==> config.mk <==
export PLATFORM = sky130hd
export DESIGN_NAME = sprite_rom_arbiter
export DESIGN_NICKNAME = d
export VERILOG_FILES = /design/src/rtl/sprite_rom_arbiter.sv
export SDC_FILE = /design/constraint.sdc
export NUM_CORES = 1
export LEC_CHECK = 0
export ABC_AREA = 1
export CORE_MARGIN = 4
export CORE_UTILIZATION = 38
export CTS_CLUSTER_DIAMETER = 80
export DETAILED_ROUTE_END_ITERATION = 7
export GPL_TIMING_DRIVEN = 0
export PLACE_DENSITY_LB_ADDON = 0.15
export SYNTH_ARGS = -nofsm -noshare
export SYNTH_HDL_FRONTEND = slang
export SYNTH_SLANG_ARGS = --single-unit
==> constraint.sdc <==
create_clock -name Clk -period 2.4 [get_ports Clk]
set_input_delay 0.24 -clock Clk [delete_from_list [all_inputs] [get_ports Clk]]
set_output_delay 0.24 -clock Clk [all_outputs]
set_load 0.1 [all_outputs]
==> src/rtl/sprite_rom_arbiter.sv <==
// Round-robin arbiter sharing one single-port, 1-cycle-latency sprite ROM among NUM_REQ drawers.
// Define SPRITE_ARB_BURST_EN to let a requester keep the ROM for up to BURST_LEN consecutive grants.
module sprite_rom_arbiter #(
    parameter int NUM_REQ   = 4,
    parameter int ADDR_W    = 10,
    parameter int DATA_W    = 3,
    parameter int ROM_DEPTH = 1024,
    parameter int BURST_LEN = 8
) (
    input  logic                      Clk,
    input  logic                      Reset,
    input  logic [NUM_REQ-1:0]        req,
    input  logic [NUM_REQ*ADDR_W-1:0] req_addr,
    output logic [NUM_REQ-1:0]        gnt,
    output logic [ADDR_W-1:0]         rom_addr,
    input  logic [DATA_W-1:0]         rom_data,
    output logic [NUM_REQ-1:0]        rsp_valid,
    output logic [DATA_W-1:0]         rsp_data
);
    localparam int          PTR_W   = (NUM_REQ > 1) ? $clog2(NUM_REQ) : 1;
    localparam logic [31:0] DEPTH_L = 32'(ROM_DEPTH);

    function automatic logic [PTR_W-1:0] wrap_inc(input logic [PTR_W-1:0] base, input int step);
        int s;
        s = int'(base) + step;
        if (s >= NUM_REQ) s = s - NUM_REQ;
        return PTR_W'(s);
    endfunction

    function automatic logic [DATA_W-1:0] mask_oor(input logic live, input logic oor,
                                                   input logic [DATA_W-1:0] d);
        return (live && !oor) ? d : '0;
    endfunction

    logic [PTR_W-1:0]   ptr_q, ptr_d;
    logic [NUM_REQ-1:0] rsp_sel_q, rsp_sel_d;
    logic               oor_q, oor_d;
    logic               rr_vld, win_vld;
    logic [PTR_W-1:0]   rr_idx, win_idx, cand;
    logic [ADDR_W-1:0]  win_addr;

    // Round-robin search starting at the pointer, wrapping modulo NUM_REQ
    always_comb begin
        rr_vld = 1'b0;
        rr_idx = '0;
        cand   = '0;
        for (int k = 0; k < NUM_REQ; k++) begin
            cand = wrap_inc(ptr_q, k);
            if (!rr_vld && req[cand]) begin
                rr_vld = 1'b1;
                rr_idx = cand;
            end
        end
    end

`ifdef SPRITE_ARB_BURST_EN
    localparam int CNT_W = $clog2(BURST_LEN + 1);

    logic [CNT_W-1:0] burst_cnt_q, burst_cnt_d;
    logic [PTR_W-1:0] last_idx_q, last_idx_d;
    logic             burst_hold;

    // Last cycle's winner keeps the ROM while it still requests and has burst budget left
    assign burst_hold = (|rsp_sel_q) && req[last_idx_q] &&
                        (burst_cnt_q < CNT_W'(BURST_LEN - 1));

    always_comb begin
        win_vld     = burst_hold || rr_vld;
        win_idx     = burst_hold ? last_idx_q : rr_idx;
        burst_cnt_d = burst_hold ? burst_cnt_q + 1'b1 : '0;
        last_idx_d  = win_vld ? win_idx : last_idx_q;
    end

    always_ff @(posedge Clk) begin
        if (Reset) begin
            burst_cnt_q <= '0;
            last_idx_q  <= '0;
        end else begin
            burst_cnt_q <= burst_cnt_d;
            last_idx_q  <= last_idx_d;
        end
    end
`else
    logic unused_burst_len;
    assign unused_burst_len = (BURST_LEN > 0);

    always_comb begin
        win_vld = rr_vld;
        win_idx = rr_idx;
    end
`endif

    // Request cycle: one-hot grant and ROM address, both silenced during reset
    always_comb begin
        win_addr = req_addr[int'(win_idx)*ADDR_W +: ADDR_W];
        gnt      = '0;
        rom_addr = '0;
        if (win_vld && !Reset) begin
            gnt[win_idx] = 1'b1;
            rom_addr     = win_addr;
        end
    end

    always_comb begin
        ptr_d = ptr_q;
        if (|gnt) ptr_d = wrap_inc(win_idx, 1);
        rsp_sel_d = gnt;
        oor_d     = (32'(rom_addr) >= DEPTH_L);
    end

    always_ff @(posedge Clk) begin
        if (Reset) begin
            ptr_q     <= '0;
            rsp_sel_q <= '0;
            oor_q     <= 1'b0;
        end else begin
            ptr_q     <= ptr_d;
            rsp_sel_q <= rsp_sel_d;
            oor_q     <= oor_d;
        end
    end

    // Response cycle: ROM data tagged to last cycle's winner, zeroed for out-of-range reads
    assign rsp_valid = rsp_sel_q;
    assign rsp_data  = mask_oor(|rsp_sel_q, oor_q, rom_data);

endmodule
Yosys cells after proc, flatten, opt, wreduce, memory -nomap -nowiden

Cells that the tools add are included.

Bits in registers: 6
Bits of input ports: 49
Output and inout port bits: 21
Logic and storage cells: 61

Add/subtract/negate cells: 9
$mul: 1
Order comparisons: 11
Shifts and indexed selects: 1
Multiplexer cells: 26
Reductions and logical operators: 11

Operators with widths:

| operator              | number |
|---|---|
| $shiftx A40 B7 Y10    | 1 |
| $mux W2               | 9 |
| $lt A2 B3 Y1 const B  | 5 |
| $ge A3 B3 Y1 const B  | 4 |
| $mux W10              | 1 |
| $sub A2 B1 Y2 const B | 5 |
| $mux W1               | 9 |
| $bmux W1 S2           | 4 |
| $reduce_or A4 Y1      | 2 |
| $add A2 B1 Y3 const B | 2 |
| $add A2 B2 Y3 const B | 2 |
| $logic_and A1 B1 Y1   | 5 |
| $mul A2 B3 Y5 const B | 1 |
| $logic_not A1 Y1      | 4 |
| $mux W4               | 1 |
| $ge A2 B3 Y1 const B  | 1 |
| $mux W3               | 1 |
| $demux W1 S2          | 1 |
| $ge A2 B1 Y1 const B  | 1 |

Logic depth before layout (Yosys ltp)

Word-level depth: 20
Mapped depth: 17
Mapped depth without buffers: 15

Least setup slack after synthesis

Ideal clock, no wire load.

Path kind: register to output
Start point: register ptr_q[0]
End point: output rom_addr[0]
Data arrival time: 2.805 ns
Data required time: 2.160 ns
Path slack: -0.645 ns
Stages on the path, launching flop included: 15
Path buffers: 2
Cells stage by stage: dfxtp_1 buf_6 inv_8 nand2_1 nand2_2 nand2_2 nand2_2 nor2_4 nand3_1 nand3_2 nand2_2 clkinv_2 buf_6 nand3_1 a21oi_1

Word-level cells in the longest chain between the ends: 17
Elaborated cells between the ends (all ways): 41
Classes of those cells: add/sub: 7; mul: 1; order compare: 4; shift: 1; mux: 21; reduce/logical: 7

RTL lines:

| element                                                                | RTL line | source |
|---|---|---|
| from (decl)                                                            | 35       | `logic [PTR_W-1:0] ptr_q, ptr_d;` |
| from (signal assigned)                                                 | 117      | `ptr_q <= ptr_d;` |
| parallel branches: the longest is 16 deep, another holds $add A2 B1 Y3 | -        |  |
| $mux W10 (*)                                                           | 98       | `if (win_vld && !Reset) begin` |
| to (decl)                                                              | 15       | `output logic [ADDR_W-1:0] rom_addr,` |

Mark *: on every way between the ends. The select of a mux whose other input is x is not followed.

Final worst setup path

Start point: input req[1]
End point: output rom_addr[8]

Word-level cells in the longest chain between the ends: 15
Elaborated cells between the ends (all ways): 26
Classes of those cells: mul: 1; shift: 1; mux: 17; reduce/logical: 7

RTL lines:

| element                       | RTL line | source |
|---|---|---|
| from (decl)                   | 12       | `input logic [NUM_REQ-1:0] req,` |
| $bmux W1 S2                   | 49       | `if (!rr_vld && req[cand]) begin` |
| $mux W1 (implied by the code) | 49       |  |
| $mux W1                       | 49       |  |
| $logic_not A1 Y1              | 49       |  |
| $logic_and A1 B1 Y1           | 49       |  |
| $mux W1                       | 49       |  |
| $logic_not A1 Y1              | 49       |  |
| $logic_and A1 B1 Y1           | 49       |  |
| $mux W1                       | 49       |  |
| $logic_not A1 Y1              | 49       |  |
| $logic_and A1 B1 Y1           | 49       |  |
| $mux W2                       | 49       |  |
| $mul A2 B3 Y5                 | 95       | `win_addr = req_addr[int'(win_idx)*ADDR_W +: ADDR_W];` |
| $shiftx A40 B7 Y10            | 95       |  |
| $mux W10 (*)                  | 98       |  |

Every way passes the cells marked *; elsewhere a longest branch is shown, timed or not. The select of a mux whose other input is x is not followed.

==> results.yml <==
final_layout:
  nets: 368
  syn_to_final_growth_pct: 118.1
  diodes: 0
  drive_gt1_share_pct: 36.42
timing:
  slew_viol_final: 0
  setup_viol: 14
  min_period_ns: 2.486
  slew_headroom_pct: 34.84
  finalCritPeriodShare_pct: 103.6
  fin_tns_setup_ns: -0.6192
  rsz0062_at_grt: "yes"
  fmax_mhz: 402.2
  hold_viol_final: 0
  worstMarginPinSlew_ns: 0.9744
  finClkSkew_ns: 0.003201
  setup_slack_ns: -0.08602
placed_design:
  port_buffers: 69
  place_hpwl_mm: 2.907
  place_congestion: 0.8662
synth:
  synth_top_area_cell: "inv_1"
  yosysUniqueCellTypes: 24
  avgSynthCellArea_um2: 5.319
  ys_seq_area_share_pct: 9.948
  syn_area_um2: 1207
  synth-edff-count: 0
  netlist.area_leader.share_pct: 17.10
  synth_flop_cell: "dfxtp_1"
  netlist_top_cells_count: "inv_1, nand2_1, nand3_1, nand4_1, nor2_1"
  syn-num-nets: 280
  ys_ff_latch: 6
  synth_warnings: 0
  ys_top_cells_by_area: "inv_1, nand2_1, nand3_1"
  async_flop_share_pct: 0
  syn_inst: 227
setup_path:
  cp_max_fo: 5
  cp_slowest_cell: "clkdlybuf4s50_1"
  crit_type: "in2out"
  worstSetupStartpoint: "req[1]"
  crit_family: "simple AND/OR/NAND/NOR gates"
  ff2ff_setup_slack_ns: 0.07
  r2r_start: "ptr_q[0]"
  worstPathArrival_ns: 2.25
  critPathLaunchType: "input port"
  crit_cells: 14
  end_kind: "output pin"
  critPathCapture: "rom_addr[8]"
  slowest_delay_ns: 0.43
  worstPathCellList: "clkdlybuf4s50_1 -> inv_1 -> nand2_1 -> nand3_1 -> nand2_2 -> nand2_1 -> nand2_1 -> nand2_2 -> nand3_4 -> buf_6 -> nand2_1 -> nand3_1 -> a21oi_4 -> buf_12"
  crit_buf_inv: 4
  ff2ff_path_depth: 16
  r2r_end: "ptr_q[0]"
  required_ns: 2.16
  cpMostUsedCell: "nand2_1"
grt:
  grt_use_total_pct: 23.45
  grt_max_degree: 11
  grt_pass1_wl_mm: 7.845
  grt_overflow_total: 0
  antenna_found_initial: 0
  grt_use_met3_pct: 3.866
  grt_pass1_vias: 1723
  use_met1_pct: 27.75
  gr-max-usage-layer: "met2"
  met2_usage_pct: 41.49
clocking:
  cts_hold_buffers: 0
  clockBufferDepth: 2
  numCtsBuffers: 3
  cts_tree: "yes"
  htreeDepth: 1
  cts_sinks: 6
  cts-root-buf: "clkbuf_4"
  cts.clk_slew.worst_paths_ns: 0.04
  insertion_delay_ns: 0.25
routing:
  first_pass_iters: 4
  drt_iter0_drc: 146
  vias: 1850
  wl_mm: 5.521
  final_antenna_net_count: 0
  via_per_inst: 5.182
  drc: 0
  post_drt_wl_per_cell_um: 15.46
die:
  dieArea_um2: 4144
  initial_core_util_pct: 39.55
  rows: 20
  die_w_um: 64.37
  die_h_um: 64.37
  num_io_pins: 70
  fp.coreArea_um2: 3053
hold_path:
  hold_class: "in2reg"
  min-delay-start: "Reset"
run_status:
  outcome: "finished with violations"
  violations: "setup timing"
flow_run:
  maxCapViolCount: 0
==> cells by family after synthesis <==
family / after synthesis / share of synthesized area (%)
AOI/OAI and AO/OA: 16 / 7.254
adders and majority gates: 4 / 4.145
buffers and inverters: 72 / 26.42
DFF: 6 / 9.949
and+or+nand+nor: 129 / 52.23
==> flip-flops by register name (all words and copies together), names as in the netlist <==
name,cells
rsp_valid,4
ptr_q,2
==> final cells by class <==
class	instances	area, um2
Sequential cell	6	125.1
Timing Repair Buffer	83	967.2
Buffer	12	117.6
Fill cell	181	419.2
Tap cell	44	55.05
Inverter	60	245.2
Clock buffer	3	22.52
Multi-Input combinational cell	149	1101
==> metal layers <==
layer	vias to the layer above	part of all wire [%]
li1	883	-
met1	856	36
met2	95	53
met3	16	7.9
met4	0	2.8
met5	-	0
==> timing repair <==
item,in CTS,in global routing
cloned,4,1
pin swaps,22,18
endpoints found under the setup margin,14,19
resized for setup,167,34
setup buffers,6,3
==> through the flow <==
step	worst slack, ns	hold slack [ns]	instance area [um2]	utilization (%)	instances
global placement	-0.9831	0.6545	2088	68.40	340
floorplan	-0.2809	0.4401	1343	-	227
CTS	-0.004445	0.6467	2497	81.80	353
finish	-0.08602	0.6792	2634	86.27	357
detailed placement	-1.021	0.6615	2088	68.40	340
global route	-0.2257	0.7028	2634	86.27	357
==> how the worst min path moves through the flow <==
stage / to / slack [ns] / cells past startpoint
2_1_floorplan: ptr_q[0] / 0.44 / 3
3_3_place_gp: ptr_q[1] / 0.65 / 4
3_5_place_dp: ptr_q[1] / 0.66 / 4
4_1_cts: ptr_q[1] / 0.65 / 4
5_1_grt: ptr_q[1] / 0.70 / 4
6_report: ptr_q[1] / 0.68 / 4
==> worst min-delay path, delay by kind of cell <==
| family | cells | cell delay (ns) |
|---|---|---|
| buffers and inverters | 2 | 0.55 |
| and+or+nand+nor | 2 | 0.11 |
==> cell usage in the layout (no fill, tap or decap) <==
master / count
a21oi_1: 2
a21oi_2: 1
a21oi_4: 9
buf_12: 13
buf_16: 1
buf_2: 4
buf_4: 10
buf_6: 7
buf_8: 4
clkbuf_2: 1
clkbuf_4: 3
clkdlybuf4s50_1: 52
clkinv_4: 1
dfxtp_1: 4
dfxtp_2: 1
dfxtp_4: 1
dlymetal6s2s_1: 3
ha_4: 4
inv_1: 50
inv_2: 5
inv_4: 3
inv_8: 1
nand2_1: 44
nand2_2: 13
nand2_4: 5
nand3_1: 11
nand3_2: 18
nand3_4: 2
nand4_1: 21
nor2_1: 9
nor2_4: 5
nor4_1: 1
o21ai_1: 2
o21ai_2: 1
o21ai_4: 1
Power is not shown: default switching activity piles up to over one toggle a cycle in this logic, so the estimate is an artifact.
